**config.mk**
```make
export PLATFORM = sky130hd
export DESIGN_NAME = period_meter
export DESIGN_NICKNAME = d
export VERILOG_FILES = /design/src/rtl/period_meter.sv
export SDC_FILE = /design/constraint.sdc
export NUM_CORES = 1
export LEC_CHECK = 0
export CORE_ASPECT_RATIO = 1.5
export CORE_MARGIN = 1
export CORE_UTILIZATION = 48
export DETAILED_ROUTE_END_ITERATION = 8
export GPL_TIMING_DRIVEN = 0
export HOLD_SLACK_MARGIN = 0.03
export PLACE_DENSITY = 0.74
export SYNTH_ARGS = -nofsm -noshare
export SYNTH_HDL_FRONTEND = slang
export SYNTH_SLANG_ARGS = --single-unit
```
**constraint.sdc**
```tcl
create_clock -name clk_in -period 1.73 [get_ports clk_in]
set_clock_uncertainty 0.15 [all_clocks]
set_input_delay 0.346 -clock clk_in [delete_from_list [all_inputs] [get_ports clk_in]]
set_output_delay 0.346 -clock clk_in [all_outputs]
set_load 0.05 [all_outputs]
```
**src/rtl/period_meter.sv**
```systemverilog
// period_meter: measures the interval between successive rising edges of an
// asynchronous input. The interval is counted in tick_en units. Each result
// is handed to the consumer through a valid/ack handshake. The block flags
// a stalled input (timeout) and results that were overwritten before ack.
module period_meter #(
   parameter int CNT_WIDTH   = 16,
   parameter int TIMEOUT     = 50000,
   parameter int SYNC_STAGES = 2
) (
   input  logic                 clk_in,
   input  logic                 reset_in,
   input  logic                 tick_en,
   input  logic                 sig_in,
   input  logic                 period_ack,
   output logic [CNT_WIDTH-1:0] period_out,
   output logic                 period_valid,
   output logic                 overrun,
   output logic                 stalled
);

   localparam logic STATE_IDLE    = 1'b0;
   localparam logic STATE_MEASURE = 1'b1;

   // Last count value before a measurement is abandoned
   localparam logic [CNT_WIDTH-1:0] LAST_COUNT = CNT_WIDTH'(TIMEOUT - 1);

   logic [SYNC_STAGES-1:0] r_sync;
   logic                   r_prev;
   logic                   r_state;
   logic [CNT_WIDTH-1:0]   r_count;
   logic [CNT_WIDTH-1:0]   r_periodOut;
   logic                   r_periodValid;
   logic                   r_overrun;
   logic                   r_stalled;

   logic                   w_edge;
   logic                   w_capture;

   // Rising edge of the synchronized input, one cycle wide per transition
   assign w_edge    = r_sync[SYNC_STAGES-1] & ~r_prev;
   // An edge while measuring closes the current interval and yields a result
   assign w_capture = (r_state == STATE_MEASURE) & w_edge;

   // Bring sig_in into the clk_in domain and keep one cycle of history
   always_ff @(posedge clk_in or posedge reset_in) begin
      if (reset_in) begin
         r_sync <= '0;
         r_prev <= 1'b0;
      end else begin
         r_sync <= {r_sync[SYNC_STAGES-2:0], sig_in};
         r_prev <= r_sync[SYNC_STAGES-1];
      end
   end

   // Arm on the first edge, count ticks while measuring, give up on timeout
   always_ff @(posedge clk_in or posedge reset_in) begin
      if (reset_in) begin
         r_state   <= STATE_IDLE;
         r_count   <= '0;
         r_stalled <= 1'b1;
      end else begin
         case (r_state)
            STATE_IDLE: begin
               r_count <= '0;
               if (w_edge) begin
                  r_state   <= STATE_MEASURE;
                  r_stalled <= 1'b0;
               end
            end
            STATE_MEASURE: begin
               if (w_edge) begin
                  r_count <= '0;
               end else if (tick_en) begin
                  if (r_count == LAST_COUNT) begin
                     r_count   <= '0;
                     r_state   <= STATE_IDLE;
                     r_stalled <= 1'b1;
                  end else begin
                     r_count <= r_count + CNT_WIDTH'(1);
                  end
               end
            end
            default: begin
               r_state <= STATE_IDLE;
               r_count <= '0;
            end
         endcase
      end
   end

   // Publish results and track the consumer handshake and overwrites
   always_ff @(posedge clk_in or posedge reset_in) begin
      if (reset_in) begin
         r_periodOut   <= '0;
         r_periodValid <= 1'b0;
         r_overrun     <= 1'b0;
      end else begin
         if (w_capture) begin
            r_periodOut   <= r_count;
            r_periodValid <= 1'b1;
            r_overrun     <= r_periodValid & ~period_ack;
         end else begin
            r_overrun <= 1'b0;
            if (period_ack) begin
               r_periodValid <= 1'b0;
            end
         end
      end
   end

   assign period_out   = r_periodOut;
   assign period_valid = r_periodValid;
   assign overrun      = r_overrun;
   assign stalled      = r_stalled;

endmodule

```
Word-level counts from Yosys, hierarchy flattened:

Index checks and enable logic that the tools add are counted.

* bits in registers: 39
* bits of input ports: 5
* output and inout bits: 19
* logic and storage cells: 40

* add/subtract/negate cells: 1
* eq/ne operators: 6
* multiplexer cells: 17
* bitwise operators: 6
* reductions and logical operators: 2

Operators with widths (number)
* two-way mux 16 bit: 3
* case mux 16 bit (2 select lines): 1
* adder 16 x 1 -> 16 bit, second input constant: 1
* == test 16 bit, second input constant: 1
* two-way mux 1 bit: 11
* != test 2 bit, second input constant: 3
* case mux 1 bit (2 select lines): 2
* AND reduction 4 bit: 1
* AND 1 bit: 3
* != test 3 x 2 -> 1 bit, second input constant: 1
* NOT 1 bit: 3
* != test 2 x 1 -> 1 bit, second input constant: 1
* nonzero test 2 bit: 1

Longest topological paths before layout:

* depth after elaboration: 5
* depth in mapped cells: 6
* mapped depth without buffers: 5

Least setup slack after synthesis:

No wires, ideal clock.

* kind: flip-flop to flip-flop
* start point: reg r_prev
* end point: reg r_count[9]
* setup time: 78 ps
* arrival: 1601 ps
* data required time: 1502 ps
* setup slack: -99 ps
* stages on the path, launching flop included: 6
* buffers on the path: 1
* period minus slack after synthesis: 1829 ps
* cells stage by stage: dfrtp_1 -> nand2b_1 -> buf_2 -> a21o_1 -> or4_2 -> a21oi_1

* longest elaborated chain between the ends: 4
* elaborated cells between the ends (all ways): 5
* those cells by class: eq/ne (1); mux (2); bitwise (2)

RTL lines
* from (decl): RTL line 28 `logic r_prev;`
* from (signal assigned): RTL line 51 `r_prev <= r_sync[SYNC_STAGES-1];`
* NOT 1 bit (*): RTL line 40 `assign w_edge = r_sync[SYNC_STAGES-1] & ~r_prev;`
* AND 1 bit (*): RTL line 40
* two-way mux 16 bit: RTL line 71 `if (w_edge) begin`
* case mux 16 bit (2 select lines): RTL line 62 `case (r_state)`
* to (signal assigned): RTL line 79 `r_count <= r_count + CNT_WIDTH'(1);`
* to (decl): RTL line 30 `logic [CNT_WIDTH-1:0] r_count;`

Every way passes the cells marked *; elsewhere a longest branch is shown, timed or not.
A chain may end at the register's enable or synchronous reset.

Final worst setup path:

* start point: reg r_count[7]
* end point: reg r_count[15]

* longest elaborated chain between the ends: 5
* elaborated cells between the ends (all ways): 6
* those cells by class: add/sub (1); eq/ne (1); mux (4)

RTL lines
* adder 16 x 1 -> 16 bit or == test 16 bit (tied branches): RTL line 79, 74
* two-way mux 16 bit (*): RTL line 74 `if (r_count == LAST_COUNT) begin`
* two-way mux 16 bit (*): RTL line 73 `end else if (tick_en) begin`
* two-way mux 16 bit (*): RTL line 71
* case mux 16 bit (2 select lines) (*): RTL line 62

Every way passes the cells marked *; elsewhere a longest branch is shown, timed or not. The select of a mux whose other input is x is not followed.

==> metrics.md <==
| Metric | Value |
|---|---|
| Min Tclk post-route | `1.819 ns` |
| Fmax | `549.9 MHz` |
| Area of the multi-input gates | `810.8 sq um` |
| Final cell count without fillers | `252` |
| Tot GR Track Use | `25.04%` |
| Top FF cell, synth | `dfrtp_1` |
| Area contributors post-synth | `dfrtp_1 (56%), mux2_2 (7.9%), a21oi_1 (3.5%)` |
| Post-Place Cells | `217` |
| CTS tree | `done` |
| Syn_area_per_cell | `11.23 sq um` |
| First-pass GRT wire length | `6.817 mm` |
| Vias in the first global route | `1452` |
| Yosys warns | `0` |
| Sink Count | `39` |
| Congestion Overflow GR | `0` |
| Setup crit end kind | `register` |
| Clock-pin slew on the worst setup and hold paths | `0.07 ns` |
| Type of the worst setup path | `reg -> reg` |
| CORE AREA | `0.003416 sq mm` |
| Drt first pass iters | `4` |
| Final Setup Violations | `11` |
| CP Launch Type | `register` |
| Outcome | `complete, but fails checks` |
| H-Tree Depth | `2` |
| Hold buffers post-CTS | `0` |
| Row count | `26` |
| Max-capacitance violation count | `0` |
| Worst hold slack | `0.2096 ns` |
| P&R area growth vs syn | `42.16%` |
| Total CTS buffers | `5` |
| Leading area contributor after synthesis | `dfrtp_1` |
| Final Net Count | `215` |
| Initial Util | `49.96%` |
| CP delay by family, top | `simple AND/OR/NAND/NOR gates` |
| Fin. max-slew vios | `0` |
| I/O pin cnt | `24` |
| Slew margin rel. | `45.81%` |
| Drt drc | `0` |
| Final Hold Fails | `0` |
| Number of library cell types mapped by synthesis | `37` |
| RSZ-0062 raised after global routing | `yes` |
| DR WL/cell | `17.74 microns` |
| Syn Nets | `158` |
| Total routed wirelength | `4.470 mm` |
| Arrival @ worst endpoint | `1.90 ns` |
| Initial antenna violation count | `0` |
| Asr flop ratio synth | `100.0%` |
| DP Worst Slack | `-0.4671 ns` |
| Die W | `50.69 microns` |
| Final setup margin | `-0.08853 ns` |
| FF+latch area | `988.4 sq um` |
| Leak pwr | `1.147 nW` |
| Via count | `1478` |
| Req. time, crit path | `1.81 ns` |
| CP max stage cell | `dfrtp_2` |
| Post-synth top area share | `55.72%` |
| Setup TNS | `-0.4183 ns` |
| Cell count after synthesis | `152` |
| Fin crit share | `105.1%` |
| Cell Area, Synth | `0.001707 sq mm` |
| DRT iter0 DRCs | `59` |
| Worst skew pair latency | `0.30 ns` |
| PortBufs | `23` |
| Sequential share of the synthesized area | `57.26%` |
| Die area | `0.003803 sq mm` |
| Count leader, synth | `dfrtp_1` |
| Hpwl dp | `2.454 mm` |
| Final instance area | `0.002426 sq mm` |
| Max incr delay on CP | `0.45 ns` |
| ANT cells | `0` |
| Layout cells sized above 1 | `42.38%` |
| CP max FO | `6` |
| Final GP Congestion | `0.7837` |
| # fillers | `239` |
| Post-DRT Antenna Nets | `0` |
| Worst hold path type | `reg -> reg` |
| CP Buf/Inv Count | `0` |
| Worst vdd rail ir drop | `888.7 uV` |
| Area post-placement | `0.002009 sq mm` |
| Clock tree buffer depth | `2` |
| Number of synthesized flops with an enable pin | `0` |
| Power per standard cell area | `797.4 mW/mm^2` |
| Largest net degree at the start of global routing | `40` |
| Die H | `75.03 microns` |
| Cell Chain, Critical Path | `nand4_1, or3_4, or4_1, a21oi_2` |
| Slew @ Worst Pin | `0.8117 ns` |
| Most common library cells after synthesis | `dfrtp_1 (38), nand2_1 (16), a21oi_1 (12), mux2_2 (12), o21ai_0 (9)` |
| CTS Root Cell | `clkbuf_8` |
| Failing checks | `negative setup slack` |
| Synthesized flop and latch total | `39` |
| Avg Vias per Cell | `5.865` |
-- registers in the layout, summed over array words and instances (netlist names) --
register and cells:
r_state 1, stalled 1, period_valid 1, r_count 16, period_out 16, r_prev 1, r_sync 2, overrun 1
-- worst register-to-register path, stage by stage (launching register included) --
cell     delay [ns]
dfrtp_2        0.45
nand4_1        0.18
or3_4          0.42
or4_1          0.42
a21oi_2        0.13
-- path summary, 6_finish.rpt --
kind | from | to | slack [ns] | cells after the start
min | r_sync[0]$_DFF_PP0_ | r_sync[1]$_DFF_PP0_ | 0.21 | 0
min in group asynchronous | reset_in | period_out[5]$_DFFE_PP0P_ | 0.37 | 2
max reg2reg | r_count[7]$_DFFE_PP0P_ | r_count[15]$_DFFE_PP0P_ | -0.09 | 4
max in group asynchronous | reset_in | r_count[8]$_DFFE_PP0P_ | 0.49 | 2
max | r_count[7]$_DFFE_PP0P_ | r_count[15]$_DFFE_PP0P_ | -0.09 | 4
min reg2reg | r_sync[0]$_DFF_PP0_ | r_sync[1]$_DFF_PP0_ | 0.21 | 0
-- timing repair --
action	4_1_cts	5_1_grt
setup endpoints to repair	44	25
pin swaps	13	5
gates resized for setup	49	15
setup buffers	19	9
-- metrics by stage --
step	utilization (%)	power, W
global route	71.03	0.002003
floorplan	-	0.001157
CTS	67.55	0.001921
finish	71.03	0.001935
detailed placement	58.83	0.001239
global placement	58.83	0.001231
-- power by group --
group          total, W  internal (W)  switching [W]
Combinational  0.000285      0.000108       0.000178
Sequential     0.000976      0.000952      0.0000243
Clock          0.000673      0.000363       0.000310
Total           0.00193       0.00142       0.000512
-- area by class of cell --
| type | count | area share [%] |
|---|---|---|
| Tap cell | 42 | 2.166 |
| Timing Repair Buffer | 51 | 17.53 |
| Buffer | 3 | 1.083 |
| Inverter | 6 | 0.9283 |
| Clock buffer | 8 | 4.126 |
| Sequential cell | 39 | 40.74 |
| Multi-Input combinational cell | 103 | 33.42 |
-- logic make-up (layout without fill, tap and decap cells) --
family | after synthesis | in the layout | share of synthesized area (%)
AND/OR/NAND/NOR | 51 | 51 | 17.23
multiplexers | 12 | 12 | 7.918
flip-flops | 39 | 39 | 57.26
AO/OA/AOI/OAI | 34 | 34 | 12.02
XOR/XNOR | 5 | 5 | 2.566
buffers and inverters | 10 | 68 | 2.272
adder cells (fa/ha/maj) | 1 | 1 | 0.7330
-- cell usage in the layout, fill, tap and decap left out, types with 2 or more instances in the layout --
| cell type | n |
|---|---|
| a211oi_1 | 3 |
| a21o_4 | 2 |
| a21oi_1 | 6 |
| a21oi_2 | 6 |
| buf_4 | 26 |
| buf_6 | 2 |
| clkbuf_1 | 2 |
| clkbuf_8 | 7 |
| clkdlybuf4s50_1 | 3 |
| dfrtp_1 | 29 |
| dfrtp_2 | 9 |
| dlygate4sd2_1 | 19 |
| inv_1 | 5 |
| mux2_2 | 12 |
| nand2_1 | 15 |
| nand3_1 | 4 |
| nand4_1 | 3 |
| nor2_1 | 6 |
| o21ai_0 | 8 |
| o31ai_1 | 3 |
| or2_4 | 2 |
| or3_4 | 3 |
| or4_4 | 3 |
| xnor2_1 | 4 |
-- metal layers --
layer  global-route usage, %  share of wire (%)
met2                   45.04                 56
met1                   25.07                 34
met5                       0                  0
met3                   6.465                5.5
met4                   17.28                4.1
No activity file was read; power rests on OpenSTA's default activity.
